**src/rtl/apb_uart_pkg.sv**
```systemverilog
// Shared register map, bit positions and TX drain FSM states for the APB UART FIFO bridge.
package apb_uart_pkg;

    localparam logic [2:0] ADDR_CTRL   = 3'd0;
    localparam logic [2:0] ADDR_STAT   = 3'd1;
    localparam logic [2:0] ADDR_TXDATA = 3'd2;
    localparam logic [2:0] ADDR_RXDATA = 3'd3;
    localparam logic [2:0] ADDR_LEVEL  = 3'd4;
    localparam logic [2:0] ADDR_IRQEN  = 3'd5;

    localparam int CTRL_TX_EN    = 0;
    localparam int CTRL_RX_EN    = 1;
    localparam int CTRL_TX_FLUSH = 2;
    localparam int CTRL_RX_FLUSH = 3;

    localparam int STAT_TX_EMPTY = 0;
    localparam int STAT_TX_FULL  = 1;
    localparam int STAT_RX_EMPTY = 2;
    localparam int STAT_RX_FULL  = 3;
    localparam int STAT_TX_BUSY  = 4;
    localparam int STAT_RX_OVF   = 5;
    localparam int STAT_RX_PERR  = 6;

    localparam int IRQ_W = 5;

    localparam logic [31:0] RDATA_DEFAULT = 32'hDEAD_BEEF;

    typedef enum logic [1:0] {
        TX_IDLE,
        TX_LOAD,
        TX_WAIT
    } tx_state_t;

endpackage

```
**src/rtl/sync_fifo.sv**
```systemverilog
// Single-clock FIFO with combinational head, flush priority and simultaneous push/pop when full.
module sync_fifo #(
    parameter int WIDTH = 8,
    parameter int DEPTH = 16
) (
    input  logic                     clk,
    input  logic                     arst_n,
    input  logic                     flush,
    input  logic                     push,
    input  logic [WIDTH-1:0]         wdata,
    input  logic                     pop,
    output logic [WIDTH-1:0]         rdata,
    output logic                     full,
    output logic                     empty,
    output logic [$clog2(DEPTH):0]   count
);

    localparam int AW = $clog2(DEPTH);

    logic [WIDTH-1:0] mem [DEPTH];
    logic [AW-1:0]    wptr;
    logic [AW-1:0]    rptr;
    logic             do_push;
    logic             do_pop;

    // A full FIFO still accepts a push when a pop frees the slot in the same cycle.
    assign do_pop  = pop & ~empty;
    assign do_push = push & (~full | do_pop);
    assign full    = count[AW];
    assign empty   = (count == '0);
    assign rdata   = mem[rptr];

    always_ff @(posedge clk) begin
        if (do_push && !flush) begin
            mem[wptr] <= wdata;
        end
    end

    always_ff @(posedge clk or negedge arst_n) begin
        if (!arst_n) begin
            wptr  <= '0;
            rptr  <= '0;
            count <= '0;
        end else if (flush) begin
            wptr  <= '0;
            rptr  <= '0;
            count <= '0;
        end else begin
            if (do_push) wptr <= wptr + 1'b1;
            if (do_pop)  rptr <= rptr + 1'b1;
            case ({do_push, do_pop})
                2'b10:   count <= count + 1'b1;
                2'b01:   count <= count - 1'b1;
                default: count <= count;
            endcase
        end
    end

endmodule

```
**src/rtl/apb_uart_fifo_bridge.sv**
```systemverilog
// APB3 slave buffering characters between the bus and external UART TX/RX engines.
module apb_uart_fifo_bridge #(
    parameter int DATA_W   = 8,
    parameter int TX_DEPTH = 16,
    parameter int RX_DEPTH = 16
) (
    input  logic              PCLK,
    input  logic              PRESETn,
    input  logic [31:0]       PADDR,
    input  logic              PSEL,
    input  logic              PENABLE,
    input  logic              PWRITE,
    input  logic [31:0]       PWDATA,
    output logic [31:0]       PRDATA,
    output logic              PREADY,
    output logic              PSLVERR,
    output logic              tx_start,
    output logic [DATA_W-1:0] tx_data,
    input  logic              tx_busy,
    input  logic              tx_done,
    input  logic [DATA_W-1:0] rx_data,
    input  logic              rx_done,
    input  logic              rx_err,
    output logic              irq
);

    import apb_uart_pkg::*;

    localparam int TX_CW = $clog2(TX_DEPTH) + 1;
    localparam int RX_CW = $clog2(RX_DEPTH) + 1;

    logic              access, wr, rd, mapped;
    logic [2:0]        addr;
    logic [31:0]       rd_data;
    logic              tx_en, rx_en, rx_ovf, rx_perr, tx_done_pend;
    logic [IRQ_W-1:0]  irq_en;
    logic [IRQ_W-1:0]  irq_src;
    logic              tx_flush, rx_flush, tx_push, tx_pop, rx_push, rx_pop;
    logic              tx_full, tx_empty, rx_full, rx_empty;
    logic [DATA_W-1:0] tx_head, rx_head;
    logic [TX_CW-1:0]  tx_count;
    logic [RX_CW-1:0]  rx_count;
    logic              wr_ctrl, wr_stat, wr_irqen;
    logic              rx_ovf_set, rx_perr_set, tx_done_set;
    tx_state_t         state;
    logic              unused_bits;

    assign unused_bits = ^{PADDR[31:5], PADDR[1:0], PWDATA};

    assign access = PSEL & PENABLE;
    assign wr     = access & PWRITE;
    assign rd     = access & ~PWRITE;
    assign addr   = PADDR[4:2];
    assign PREADY = access;

    assign wr_ctrl  = wr & (addr == ADDR_CTRL);
    assign wr_stat  = wr & (addr == ADDR_STAT);
    assign wr_irqen = wr & (addr == ADDR_IRQEN);

    // Flush bits act only on the write cycle; nothing stores them.
    assign tx_flush = wr_ctrl & PWDATA[CTRL_TX_FLUSH];
    assign rx_flush = wr_ctrl & PWDATA[CTRL_RX_FLUSH];
    assign tx_push  = wr & (addr == ADDR_TXDATA);
    assign tx_pop   = (state == TX_LOAD);
    assign rx_pop   = rd & (addr == ADDR_RXDATA);
    assign rx_push  = rx_done & rx_en;

    assign rx_ovf_set  = rx_push & rx_full & ~rx_pop;
    assign rx_perr_set = rx_push & rx_err;
    assign tx_done_set = (state == TX_WAIT) & tx_done;

    sync_fifo #(.WIDTH(DATA_W), .DEPTH(TX_DEPTH)) u_tx_fifo (
        .clk(PCLK), .arst_n(PRESETn), .flush(tx_flush), .push(tx_push), .wdata(PWDATA[DATA_W-1:0]),
        .pop(tx_pop), .rdata(tx_head), .full(tx_full), .empty(tx_empty), .count(tx_count)
    );

    sync_fifo #(.WIDTH(DATA_W), .DEPTH(RX_DEPTH)) u_rx_fifo (
        .clk(PCLK), .arst_n(PRESETn), .flush(rx_flush), .push(rx_push), .wdata(rx_data),
        .pop(rx_pop), .rdata(rx_head), .full(rx_full), .empty(rx_empty), .count(rx_count)
    );

    always_comb begin
        rd_data = '0;
        mapped  = 1'b1;
        case (addr)
            ADDR_CTRL: begin
                rd_data[CTRL_TX_EN] = tx_en;
                rd_data[CTRL_RX_EN] = rx_en;
            end
            ADDR_STAT: begin
                rd_data[STAT_TX_EMPTY] = tx_empty;
                rd_data[STAT_TX_FULL]  = tx_full;
                rd_data[STAT_RX_EMPTY] = rx_empty;
                rd_data[STAT_RX_FULL]  = rx_full;
                rd_data[STAT_TX_BUSY]  = (state != TX_IDLE);
                rd_data[STAT_RX_OVF]   = rx_ovf;
                rd_data[STAT_RX_PERR]  = rx_perr;
            end
            ADDR_TXDATA: rd_data = '0;
            ADDR_RXDATA: if (!rx_empty) rd_data[DATA_W-1:0] = rx_head;
            ADDR_LEVEL: begin
                rd_data[TX_CW-1:0]   = tx_count;
                rd_data[16 +: RX_CW] = rx_count;
            end
            ADDR_IRQEN: rd_data[IRQ_W-1:0] = irq_en;
            default: begin
                rd_data = RDATA_DEFAULT;
                mapped  = 1'b0;
            end
        endcase
    end

    assign PRDATA  = rd ? rd_data : '0;
    assign PSLVERR = access & (~mapped
                             | (PWRITE & (addr == ADDR_TXDATA) & tx_full & ~tx_pop)
                             | (~PWRITE & (addr == ADDR_RXDATA) & rx_empty));

    assign irq_src = {tx_done_pend, rx_perr, rx_ovf, ~rx_empty, tx_empty};

    // Sticky flags: a set event in the same cycle as a W1C keeps the flag set.
    always_ff @(posedge PCLK or negedge PRESETn) begin
        if (!PRESETn) begin
            tx_en        <= 1'b0;
            rx_en        <= 1'b0;
            irq_en       <= '0;
            rx_ovf       <= 1'b0;
            rx_perr      <= 1'b0;
            tx_done_pend <= 1'b0;
            irq          <= 1'b0;
        end else begin
            if (wr_ctrl) begin
                tx_en <= PWDATA[CTRL_TX_EN];
                rx_en <= PWDATA[CTRL_RX_EN];
            end
            if (wr_irqen) irq_en <= PWDATA[IRQ_W-1:0];
            if (rx_ovf_set)                             rx_ovf <= 1'b1;
            else if (wr_stat && PWDATA[STAT_RX_OVF])    rx_ovf <= 1'b0;
            if (rx_perr_set)                            rx_perr <= 1'b1;
            else if (wr_stat && PWDATA[STAT_RX_PERR])   rx_perr <= 1'b0;
            if (tx_done_set)                            tx_done_pend <= 1'b1;
            else if (wr_stat && PWDATA[STAT_TX_BUSY])   tx_done_pend <= 1'b0;
            irq <= |(irq_en & irq_src);
        end
    end

    // A flush landing on the IDLE->LOAD edge leaves LOAD with nothing to send.
    always_ff @(posedge PCLK or negedge PRESETn) begin
        if (!PRESETn) begin
            state    <= TX_IDLE;
            tx_start <= 1'b0;
            tx_data  <= '0;
        end else begin
            tx_start <= 1'b0;
            case (state)
                TX_IDLE: if (tx_en && !tx_empty && !tx_busy) state <= TX_LOAD;
                TX_LOAD: begin
                    if (tx_empty) begin
                        state <= TX_IDLE;
                    end else begin
                        tx_data  <= tx_head;
                        tx_start <= 1'b1;
                        state    <= TX_WAIT;
                    end
                end
                TX_WAIT: if (tx_done) state <= TX_IDLE;
                default: state <= TX_IDLE;
            endcase
        end
    end

endmodule

```
**config.mk**
```make
export PLATFORM = sky130hd
export DESIGN_NAME = apb_uart_fifo_bridge
export DESIGN_NICKNAME = d
export VERILOG_FILES = /design/src/rtl/apb_uart_pkg.sv /design/src/rtl/sync_fifo.sv /design/src/rtl/apb_uart_fifo_bridge.sv
export SDC_FILE = /design/constraint.sdc
export NUM_CORES = 1
export LEC_CHECK = 0
export ABC_AREA = 1
export BUFFER_PORTS_ARGS = -buffer_cell sky130_fd_sc_hd__buf_2
export CAP_MARGIN = 25
export CORE_UTILIZATION = 64
export CTS_CLUSTER_DIAMETER = 40
export DETAILED_ROUTE_END_ITERATION = 8
export HOLD_SLACK_MARGIN = 0.03
export PLACE_DENSITY_LB_ADDON = 0.05
export SETUP_SLACK_MARGIN = 0.3
export SLEW_MARGIN = 20
export SYNTH_ARGS = -nofsm -noshare
export SYNTH_HDL_FRONTEND = slang
export SYNTH_SLANG_ARGS = --single-unit
```
**constraint.sdc**
```tcl
create_clock -name PCLK -period 6.9 [get_ports PCLK]
set_clock_uncertainty 0.15 [all_clocks]
set_input_delay 0.345 -clock PCLK [delete_from_list [all_inputs] [get_ports PCLK]]
set_output_delay 0.345 -clock PCLK [all_outputs]
set_load 0.005 [all_outputs]
```
# Yosys cells after proc, flatten, opt, wreduce, memory -nomap -nowiden
# Memory sizes are Yosys's and may differ from the RTL's. A register that Yosys moved wholly into a read port is not among the register bits.
# Index checks and enable logic that the tools add are counted.
word_totals:
  register_bits: 40
  mem_bits_rw: 256
  input_bits: 81
  out_inout_bits: 44
  mem_count: 2
op_classes:
  addsub: 8
  n_eq_ne: 13
  muxes: 38
  bitwise: 38
  reduce_logical: 34
memory_table:
  columns: ["memory", "words", "word_bits", "read_ports", "rd_clocked_by_memory_dff", "write_ports", "line_no", "source"]
  rows:
  - ["u_rx_fifo.mem", 16, 8, 1, 0, 1, "sync_fifo.sv:20", "logic [WIDTH-1:0] mem [DEPTH];"]
  - ["u_tx_fifo.mem", 16, 8, 1, 1, 1, "sync_fifo.sv:20", null]
op_table:
  columns: ["cell", "n"]
  rows:
  - ["$mux 32", 1]
  - ["$mux 4", 8]
  - ["$pmux 5 s2", 3]
  - ["$and 1x1->1", 25]
  - ["$add 4x1->4 const B", 4]
  - ["$mux 8", 2]
  - ["$reduce_bool 2->1", 8]
  - ["$pmux 3 s5", 1]
  - ["$reduce_or 5->1", 3]
  - ["$mux 1", 13]
  - ["$pmux 2 s3", 2]
  - ["$pmux 2 s6", 1]
  - ["$mux 11", 1]
  - ["$add 5x1->5 const B", 2]
  - ["$logic_not 5->1", 2]
  - ["$mux 5", 2]
  - ["$sub 5x1->5 const B", 2]
  - ["$not 1->1", 8]
  - ["$logic_and 1x1->1", 7]
  - ["$eq 2x1->1 const B", 3]
  - ["$eq 2x2->1 const B", 3]
  - ["$eq 3x2->1 const B", 2]
  - ["$eq 3x3->1 const B", 2]
  - ["$mux 2", 3]
  - ["other kinds (13)", 23]

# Logic depth before layout (Yosys ltp)
# Gate-level depths: netlist (run 1).
depth:
  word_depth: 9
  mapped_depth: 17

# Hierarchy
# A second synthesis (run 1) with hierarchy kept.
hier_totals:
  cells_unflattened: 1194
  area_unflattened_um2: 13317.8
modules_own_cells:
  columns: ["mod", "instances", "cells_each", "area_per_inst_um2", "seq_area_each_um2"]
  rows:
  - ["sync_fifo at u_rx_fifo", 1, 482, 5913.2, 4169.0]
  - ["sync_fifo at u_tx_fifo", 1, 482, 5899.4, 4169.0]
  - ["apb_uart_fifo_bridge", 1, 230, 1505.2, 550.5]

# Worst setup path before layout (run 1)
# OpenSTA, ideal clock, no wires.
synth_timing:
  path_type: "in2reg"
  from: "in PADDR[2]"
  to: "reg u_rx_fifo.count[4]"
  setup_ns: 0.122
  arrival_ns: 2.094
  t_required_ns: 6.628
  path_slack_ns: 4.534
  cell_stages: 12
  path_buffers: 0
  path_cell_list: "inv_1 nor3_4 nand2_1 inv_2 nand2_4 inv_1 nand2_2 fa_1 o21ai_0 xor2_1 xor2_1 o21ai_1"
synth_between:
  elab_chain_cells: 8
  word_cells_on_any_way: 13
synth_lines:
  columns: ["element", "line_no", "source"]
  rows:
  - ["from (decl)", "apb_uart_fifo_bridge.sv:9", "input logic [31:0] PADDR,"]
  - ["$eq 3x2->1", "apb_uart_fifo_bridge.sv:65", "assign rx_pop = rd & (addr == ADDR_RXDATA);"]
  - ["$and 1x1->1", "apb_uart_fifo_bridge.sv:65", null]
  - ["$and 1x1->1", "sync_fifo.sv:27", "assign do_pop = pop & ~empty;"]
  - ["$or 1x1->1", "sync_fifo.sv:28", "assign do_push = push & (~full | do_pop);"]
  - ["$and 1x1->1", "sync_fifo.sv:28", null]
  - ["$eq 2x1->1 or $eq 2x2->1 (tied branches)", "sync_fifo.sv:51", "case ({do_push, do_pop})"]
  - ["$pmux 5 s2", "sync_fifo.sv:51", null]
  - ["$mux 5", "sync_fifo.sv:44", "end else if (flush) begin"]
  - ["to (signal assigned)", "sync_fifo.sv:52", "2'b10: count <= count + 1'b1;"]
  - ["to (signal assigned)", "sync_fifo.sv:53", "2'b01: count <= count - 1'b1;"]
  - ["to (signal assigned)", "sync_fifo.sv:54", "default: count <= count;"]
  - ["to (decl)", "sync_fifo.sv:15", "output logic [$clog2(DEPTH):0] count"]
# Several ways; a longest one is shown, not always the timed one.
# A chain may end at the register's enable or synchronous reset.

# Worst setup path in the final report (run 1)
layout_timing:
  from: "reg u_rx_fifo.rptr[1]"
  to: "out PRDATA[0]"
layout_between:
  elab_chain_cells: 4
layout_lines:
  columns: ["element", "line_no", "source"]
  rows:
  - ["from (decl)", "sync_fifo.sv:22", "logic [AW-1:0] rptr;"]
  - ["from (signal assigned)", "sync_fifo.sv:50", "if (do_pop) rptr <= rptr + 1'b1;"]
  - ["$mem_v2 16x8", null, null]
  - ["$mux 8", "apb_uart_fifo_bridge.sv:100", "ADDR_RXDATA: if (!rx_empty) rd_data[DATA_W-1:0] = rx_head;"]
  - ["$pmux 2 s6", "apb_uart_fifo_bridge.sv:85", "case (addr)"]
  - ["$mux 32", "apb_uart_fifo_bridge.sv:113", "assign PRDATA = rd ? rd_data : '0;"]
  - ["to (decl)", "apb_uart_fifo_bridge.sv:14", "output logic [31:0] PRDATA,"]
# No other way between the ends.

==> qor.tcl, run 1 <==
set qor(max-vdd-ir-drop_mv) 0.2432
set qor(total_switching_power_mw) 2.051
set qor(pwr_density_cell_mw_per_mm2) 406.3
set qor(die_area_mm2) 0.02072
set qor(wl_met1_mm) 11.84
set qor(ioPinCount) 125
set qor(final_cell_area_mm2) 0.01458
set qor(syn_to_final_growth_pct) 13.05
set qor(cts-hold-fix-buffers) 4
set qor(criticalPathCategory) {flip-flop to primary output}
set qor(drt.antenna.violating_nets) 0
set qor(drt_iter0_drc) 814
set qor(totalNegativeSetupSlack_ns) 0
set qor(design.final.nets) 1247
set qor(ys_types) 43
set qor(via_count_of_the_first_global_routing_pass) 8070
set qor(cts.repair_timing.setup_buffer_count) 0
set qor(dr_wl_met3_mm) 1.893
set qor(vias) 8699
set qor(gr-usage-all-layers_pct) 28.61
set qor(placement.cell_area_mm2) 0.01327
set qor(antenna_violations_before_repair) 0
set qor(route.detailed.vias_per_inst) 6.024
set qor(timing.critical_path.cells) {buf_4 > inv_1 > o21ai_0 > o22ai_1 > o21ai_0 > o22ai_1 > nand2_1 > o21ai_0 > buf_2}
set qor(final_hold_viol_count) 0
set qor(hold_ws_ns) 0.07306
set qor(timing.critical_path.to_type) {primary output}
set qor(worst-endpoint-required_ns) 6.40
set qor(outcome) {completed}
set qor(timing.final.max_slew_violations) 0
set qor(power.sequential.fraction_pct) 39.3
set qor(synth-seq-area-share_pct) 68.92
set qor(port_buffers) 66
set qor(grt_start_max_net_pins) 67
set qor(number_of_optimization_iterations_in_the_first_detailed_route_pass) 5
set qor(final_global_route_overflow_total) 0
set qor(path_clk_slew_ns) 0.06
set qor(final_wirelength_mm) 28.67
set qor(routed-wl-met2_mm) 14.22
set qor(core.rowCount) 51
set qor(crit_arrival_ns) 3.16
set qor(part_of_the_power_in_combinational_logic_pct) 28.0
set qor(pwr-share-clk_pct) 32.8
set qor(grt_setup_unrepaired) {no}
set qor(filler_cells) 1338
set qor(drt-wirelength-per-cell_um) 19.85
set qor(cts-resized-gates) 0
set qor(drcViolationCount) 0
set qor(clock_latency_ns) 0.51
set qor(dieWidth_um) 144.0
set qor(ys_seq_elements) 304
set qor(clock_tree.root_cell) {clkbuf_16}
set qor(power.share.switching_pct) 34.63
set qor(max_clock_freq_ghz) 0.2734
set qor(cts_max_path_buffers) 3
set qor(timing.critical_path.buf_inv) 3
set qor(finalWeightedCongestion) 0.8963
set qor(cts_buffers) 36
set qor(critical-path-slowest-cell) {inv_1}
set qor(htreeDepth) 2
set qor(finalNonFillerCells) 1444
set qor(tightestPinTransition_ns) 0.9405
set qor(grt_pass1_wl_mm) 43.86
set qor(cp-start-kind) {flip-flop}
set qor(netlist_instances) 1101
set qor(final.period_utilization_pct) 53.00
set qor(seq_area_mm2) 0.008891
set qor(final_period_minus_worst_setup_slack_ns) 3.657
set qor(placed_wire_length_estimate_after_detailed_placement_mm) 17.18
set qor(cts_tree) {yes}
set qor(initial_utilization_pct) 65.83
set qor(clkSinkCount) 304
set qor(die_h_um) 144.0
set qor(drv.max_cap_violation_count) 0
set qor(postSynthAreaPerCell_um2) 11.71
set qor(placedCellCount) 1372
set qor(total_leakage_power_nw) 5.365
set qor(timing.critical_path.max_delay_family) {buffers and inverters}
set qor(setup_viol) 0
set qor(total_power_mw) 5.923
set qor(slowest_delay_ns) 0.73
set qor(post_route_cells_drive_above_1_share_pct) 12.81
set qor(min-delay-path-class) {input pin to flip-flop}
set qor(multi_input_comb_area_mm2) 0.003428
set qor(num_antenna_cells) 0
set qor(internal_power_mw) 3.872
set qor(cpMostUsedCell) {o21ai_0}
set qor(core_area_mm2) 0.01959
set qor(syn-cell-area_mm2) 0.01290
set qor(worstPathMaxFanout) 37
set qor(yosys_warnings) 0
set qor(slew_headroom_pct) 37.23
set qor(top_layer) {met4}
-- power by group through the flow --
stage               Clock, mW  Sequential (mW)  Combinational, mW
floorplan                   0             2.28               1.20
global placement            0             2.35               1.59
detailed placement          0             2.36               1.62
CTS                      1.96             2.32               1.63
global route             2.03             2.35               1.84
finish                   1.94             2.33               1.66
-- worst reg2reg max path, cell delays in order, from the launching register on --
cell and delay (ns):
dfrtp_1 0.44, inv_1 0.14, nand3_1 0.20, nand2_1 0.20
inv_1 0.60, nand2_2 0.20, nand2_1 0.16, nand2_1 0.06
inv_1 0.06, ha_1 0.13, inv_1 0.04, nand2_1 0.09
nand3_1 0.11, nand2_1 0.07, nand2_1 0.04, nand3_1 0.07
nand2_1 0.05
-- synthesized netlist by cell type (all sizes together) --
cell | number | area, um^2
a2111oi | 1 | 8.760
a211oi | 2 | 15.01
a21oi | 21 | 116.4
a221oi | 1 | 8.760
a22o | 2 | 17.52
a31oi | 9 | 56.30
a32o | 1 | 10.01
buf | 36 | 226.5
clkbuf | 34 | 127.6
clkinv | 1 | 3.750
conb | 1 | 3.750
dfrtp | 48 | 1201
edfxtp | 256 | 7687
fa | 1 | 20.02
ha | 14 | 175.2
inv | 63 | 236.5
mux2 | 1 | 11.26
nand2 | 95 | 374.1
nand3 | 43 | 215.2
nand3b | 1 | 7.510
nand4 | 4 | 31.28
nor2 | 203 | 767.0
nor3 | 5 | 36.29
nor4 | 1 | 6.260
o211ai | 14 | 105.1
o21a | 1 | 7.510
o21ai | 167 | 835.8
o221ai | 39 | 341.6
o22ai | 27 | 168.9
o31ai | 2 | 15.01
or2 | 1 | 6.260
xnor2 | 1 | 8.760
xor2 | 5 | 43.79
-- routing by layer --
layer  track usage, %  up-vias
met3            4.299       56
li1                 -     4087
met5                0        -
met4            10.41        0
met1            39.10     4211
met2            46.94      345
-- worst paths after layout --
path                                                start                              to  slack, ns  cells after the start
max                         u_rx_fifo.rptr[1]$_DFFE_PN0P_                       PRDATA[0]       3.24                      9
min                                            rx_data[5]   u_rx_fifo.mem[8][5]$_DFFE_PP_       0.07                      1
max reg2reg                u_tx_fifo.count[4]$_DFFE_PN0P_  u_tx_fifo.count[4]$_DFFE_PN0P_       3.99                     16
min reg2reg                          state[0]$_DFFE_PN0P_            state[1]$_DFFE_PN0P_       0.34                      1
max in group asynchronous                         PRESETn   u_rx_fifo.rptr[0]$_DFFE_PN0P_       5.79                      3
min in group asynchronous                         PRESETn          tx_data[0]$_DFFE_PN0P_       0.33                      3
-- final cells by class --
| type | count | share of cell area, % |
|---|---|---|
| inverters | 64 | 1.648 |
| well taps | 265 | 2.274 |
| flip-flops and latches | 304 | 60.99 |
| clock buffers | 40 | 6.428 |
| repair buffers | 78 | 3.090 |
| clock inverters | 26 | 2.060 |
| multi-input cells | 667 | 23.52 |
-- through the flow --
step                      util, %  setup WS (ns)
final                       74.42          3.243
after global routing        74.42          3.074
after CTS                   74.24          3.231
after detailed placement    67.72          3.789
after global placement      67.72          3.777
after floorplan                 -          4.534
-- sequential cells by signal, indices dropped and copies added, names as in the netlist --
| name | cells |
|---|---|
| irq | 1 |
| rx_en | 1 |
| tx_start | 1 |
| u_tx_fifo.count | 5 |
| u_rx_fifo.wptr | 4 |
| u_tx_fifo.rptr | 4 |
| tx_en | 1 |
| tx_data | 8 |
| state | 2 |
| u_tx_fifo.wptr | 4 |
| u_rx_fifo.mem | 128 |
| u_rx_fifo.count | 5 |
| rx_ovf | 1 |
| u_rx_fifo.rptr | 4 |
| rx_perr | 1 |
| u_tx_fifo.mem | 128 |
| irq_en | 5 |
| tx_done_pend | 1 |
-- placed cells by master, fill, tap and decap left out, types with 4 or more instances in the layout --
master,n
nor3_1,4
o21ai_1,8
edfxtp_1,256
clkinv_1,5
conb_1,5
o221ai_1,39
xor2_1,5
a31oi_1,9
clkinv_2,6
inv_2,4
nor2_1,201
ha_1,14
inv_6,4
o21ai_0,159
nand2_2,4
buf_2,66
inv_1,59
nand2_1,90
dlygate4sd3_1,4
clkbuf_16,37
bufinv_16,5
o22ai_1,27
buf_4,6
dfrtp_1,46
o211ai_1,14
a21oi_1,20
nand3_1,43
-- logic make-up (layout without fill, tap and decap cells) --
| kind of cell | after synthesis | count (layout) | share of synthesized area [%] |
|---|---|---|---|
| other | 1 | 5 | 0.02908 |
| xor gates and xnor gates | 6 | 6 | 0.4075 |
| AOI/OAI and AO/OA | 287 | 287 | 13.23 |
| muxes | 1 | 1 | 0.08731 |
| adders and majority gates | 15 | 15 | 1.514 |
| DFF | 304 | 304 | 68.92 |
| buffers and inverters | 134 | 208 | 4.608 |
| and+or+nand+nor | 353 | 353 | 11.20 |
(Power assumes the default switching activity.)
==> run 2: changes to the inputs <==
--- a/config.mk
+++ b/config.mk
@@ -8,7 +8,7 @@
 export ABC_AREA = 1
 export BUFFER_PORTS_ARGS = -buffer_cell sky130_fd_sc_hd__buf_2
 export CAP_MARGIN = 25
-export CORE_UTILIZATION = 64
+export CORE_UTILIZATION = 59
 export CTS_CLUSTER_DIAMETER = 40
 export DETAILED_ROUTE_END_ITERATION = 8
 export HOLD_SLACK_MARGIN = 0.03
==> constraint.sdc (replaced) <==
create_clock -name PCLK -period 3.7 [get_ports PCLK]
set_clock_uncertainty 0.15 [all_clocks]
set_input_delay 0.185 -clock PCLK [delete_from_list [all_inputs] [get_ports PCLK]]
set_output_delay 0.185 -clock PCLK [all_outputs]
set_load 0.005 [all_outputs]
==> qor.tcl, run 2 (synthesized netlist as in run 1, its figures left out) <==
set qor(outcome) {completed}
set qor(finalNonFillerCells) 1488
set qor(slew_headroom_pct) 42.00
set qor(max_clock_freq_ghz) 0.3183
set qor(port_buffers) 66
set qor(initial_utilization_pct) 60.77
set qor(timing.critical_path.buf_inv) 3
set qor(layout.core_utilization_pct) 70.18
set qor(min-delay-path-class) {input pin to flip-flop}
set qor(criticalPathCategory) {flip-flop to primary output}
set qor(clock_tree.root_cell) {clkbuf_16}
set qor(timing.final.max_slew_violations) 0
set qor(total_leakage_power_nw) 5.498
set qor(gr-usage-all-layers_pct) 26.86
set qor(setup_viol) 0
set qor(post_route_cells_drive_above_1_share_pct) 13.36
set qor(drt_iter0_drc) 627
set qor(internal_power_mw) 7.262
set qor(total_switching_power_mw) 3.880
set qor(setup_slack_ns) 0.5582
set qor(antenna_violations_before_repair) 0
set qor(final_global_route_overflow_total) 0
set qor(finalWeightedCongestion) 0.8887
set qor(number_of_optimization_iterations_in_the_first_detailed_route_pass) 5
set qor(drt-wirelength-per-cell_um) 19.71
set qor(path_clk_slew_ns) 0.05
set qor(clkSinkCount) 304
set qor(htreeDepth) 2
set qor(timing.critical_path.cells) {inv_2 > buf_4 > nor2_1 > o21ai_0 > nor2_1 > o22ai_1 > nand2_1 > o21ai_0 > buf_2}
set qor(tightestPinTransition_ns) 0.8667
set qor(placed_wire_length_estimate_after_detailed_placement_mm) 17.76
set qor(drt.antenna.violating_nets) 0
set qor(final_common_cell) {edfxtp_1}
set qor(total_power_mw) 11.14
set qor(die_h_um) 149.8
set qor(final_wirelength_mm) 29.33
set qor(num_antenna_cells) 0
set qor(core_area_mm2) 0.02122
set qor(clock_latency_ns) 0.51
set qor(via_count_of_the_first_global_routing_pass) 8319
set qor(final_hold_viol_count) 0
set qor(cts_tree) {yes}
set qor(drcViolationCount) 0
set qor(crit_arrival_ns) 2.81
set qor(drv.max_cap_violation_count) 0
set qor(cts_max_path_buffers) 3
set qor(core.rowCount) 53
set qor(timing.critical_path.max_delay_family) {buffers and inverters}
set qor(final_period_minus_worst_setup_slack_ns) 3.142
set qor(dieWidth_um) 149.8
set qor(worstPathMaxFanout) 49
set qor(max-vdd-ir-drop_mv) 0.5616
set qor(critical-path-slowest-cell) {inv_2}
set qor(timing.critical_path.to_type) {primary output}
set qor(final.period_utilization_pct) 84.91
set qor(place_worst_setup_slack_ns) 0.9989
set qor(slowest_delay_ns) 0.61
set qor(die_area_mm2) 0.02245
set qor(power.sequential.fraction_pct) 38.4
set qor(grt_setup_unrepaired) {no}
set qor(syn_to_final_growth_pct) 15.48
set qor(placedCellCount) 1394
set qor(vias) 8704
set qor(grt_pass1_wl_mm) 45.39
set qor(ioPinCount) 125
set qor(power.share.switching_pct) 34.82
set qor(totalNegativeSetupSlack_ns) 0
set qor(part_of_the_power_in_combinational_logic_pct) 29.1
set qor(route.detailed.vias_per_inst) 5.849
set qor(reg.largest.list) {u_rx_fifo.mem x128, u_tx_fifo.mem x128, tx_data x8}
set qor(worst-endpoint-required_ns) 3.37
set qor(pwr-share-clk_pct) 32.5
set qor(layout.cells.most_common_list) {edfxtp_1, nor2_1, o21ai_0}
set qor(cp-start-kind) {flip-flop}
set qor(grt_start_max_net_pins) 67
set qor(cts_buffers) 39
set qor(pwr_density_cell_mw_per_mm2) 748.1
set qor(design.final.nets) 1280
[run 2: final timing paths]
path | startpoint | to | slack, ns | cells after the start
max | u_rx_fifo.rptr[0]$_DFFE_PN0P_ | PRDATA[1] | 0.56 | 9
max reg2reg | u_rx_fifo.count[4]$_DFFE_PN0P_ | u_rx_fifo.mem[13][5]$_DFFE_PP_ | 1.02 | 8
max in group asynchronous | PRESETn | u_rx_fifo.rptr[0]$_DFFE_PN0P_ | 2.21 | 5
min in group asynchronous | PRESETn | tx_data[5]$_DFFE_PN0P_ | 0.46 | 3
min | rx_done | rx_ovf$_DFFE_PN0P_ | 0.05 | 4
min reg2reg | state[0]$_DFFE_PN0P_ | state[1]$_DFFE_PN0P_ | 0.35 | 1
[run 2: what timing repair did]
item / CTS / global route
buffers inserted: 0 / 0
hold endpoints to repair: 306 / 8
gates resized for setup: 0 / 0
hold buffers: 22 / 1
[run 2: cell type report]
class                   count  area [um^2]
well taps                 275        344.1
clock buffers              45         1008
inverters                  64        240.2
fillers                  1515         6327
repair buffers            108        735.7
multi-input cells         667         3428
clock inverters            25        245.2
flip-flops and latches    304         8891
[run 2: power by group through the flow]
stage	combinational [mW]	sequential [mW]	clock, mW
after detailed placement	3.19	4.34	0
after CTS	3.23	4.27	3.65
final	3.24	4.28	3.63
after global placement	3.10	4.33	0
after floorplan	2.24	4.26	0
after global routing	3.63	4.32	3.80
[run 2: per-stage QoR]
stage	cell area (um^2)	hold WS [ns]
CTS	14860	0.03247
floorplan	12910	-0.2606
global placement	13360	0.2092
global route	14890	0.06999
detailed placement	13390	0.2174
finish	14890	0.04548
[run 2: layer usage]
metal,track usage [%],share of wire [%],vias to the layer above,wire length [um]
met2,45.28,49,276,14380
met1,35.54,43,4218,12500
met5,0,0,-,0
li1,-,-,4145,-
met4,9.949,3.1,0,914
met3,3.841,5.2,65,1534
[run 2: tightest hold or removal path: stages]
cell     delay [ns]
buf_2          0.08
nand2_1        0.12
inv_1          0.11
a32o_1         0.16
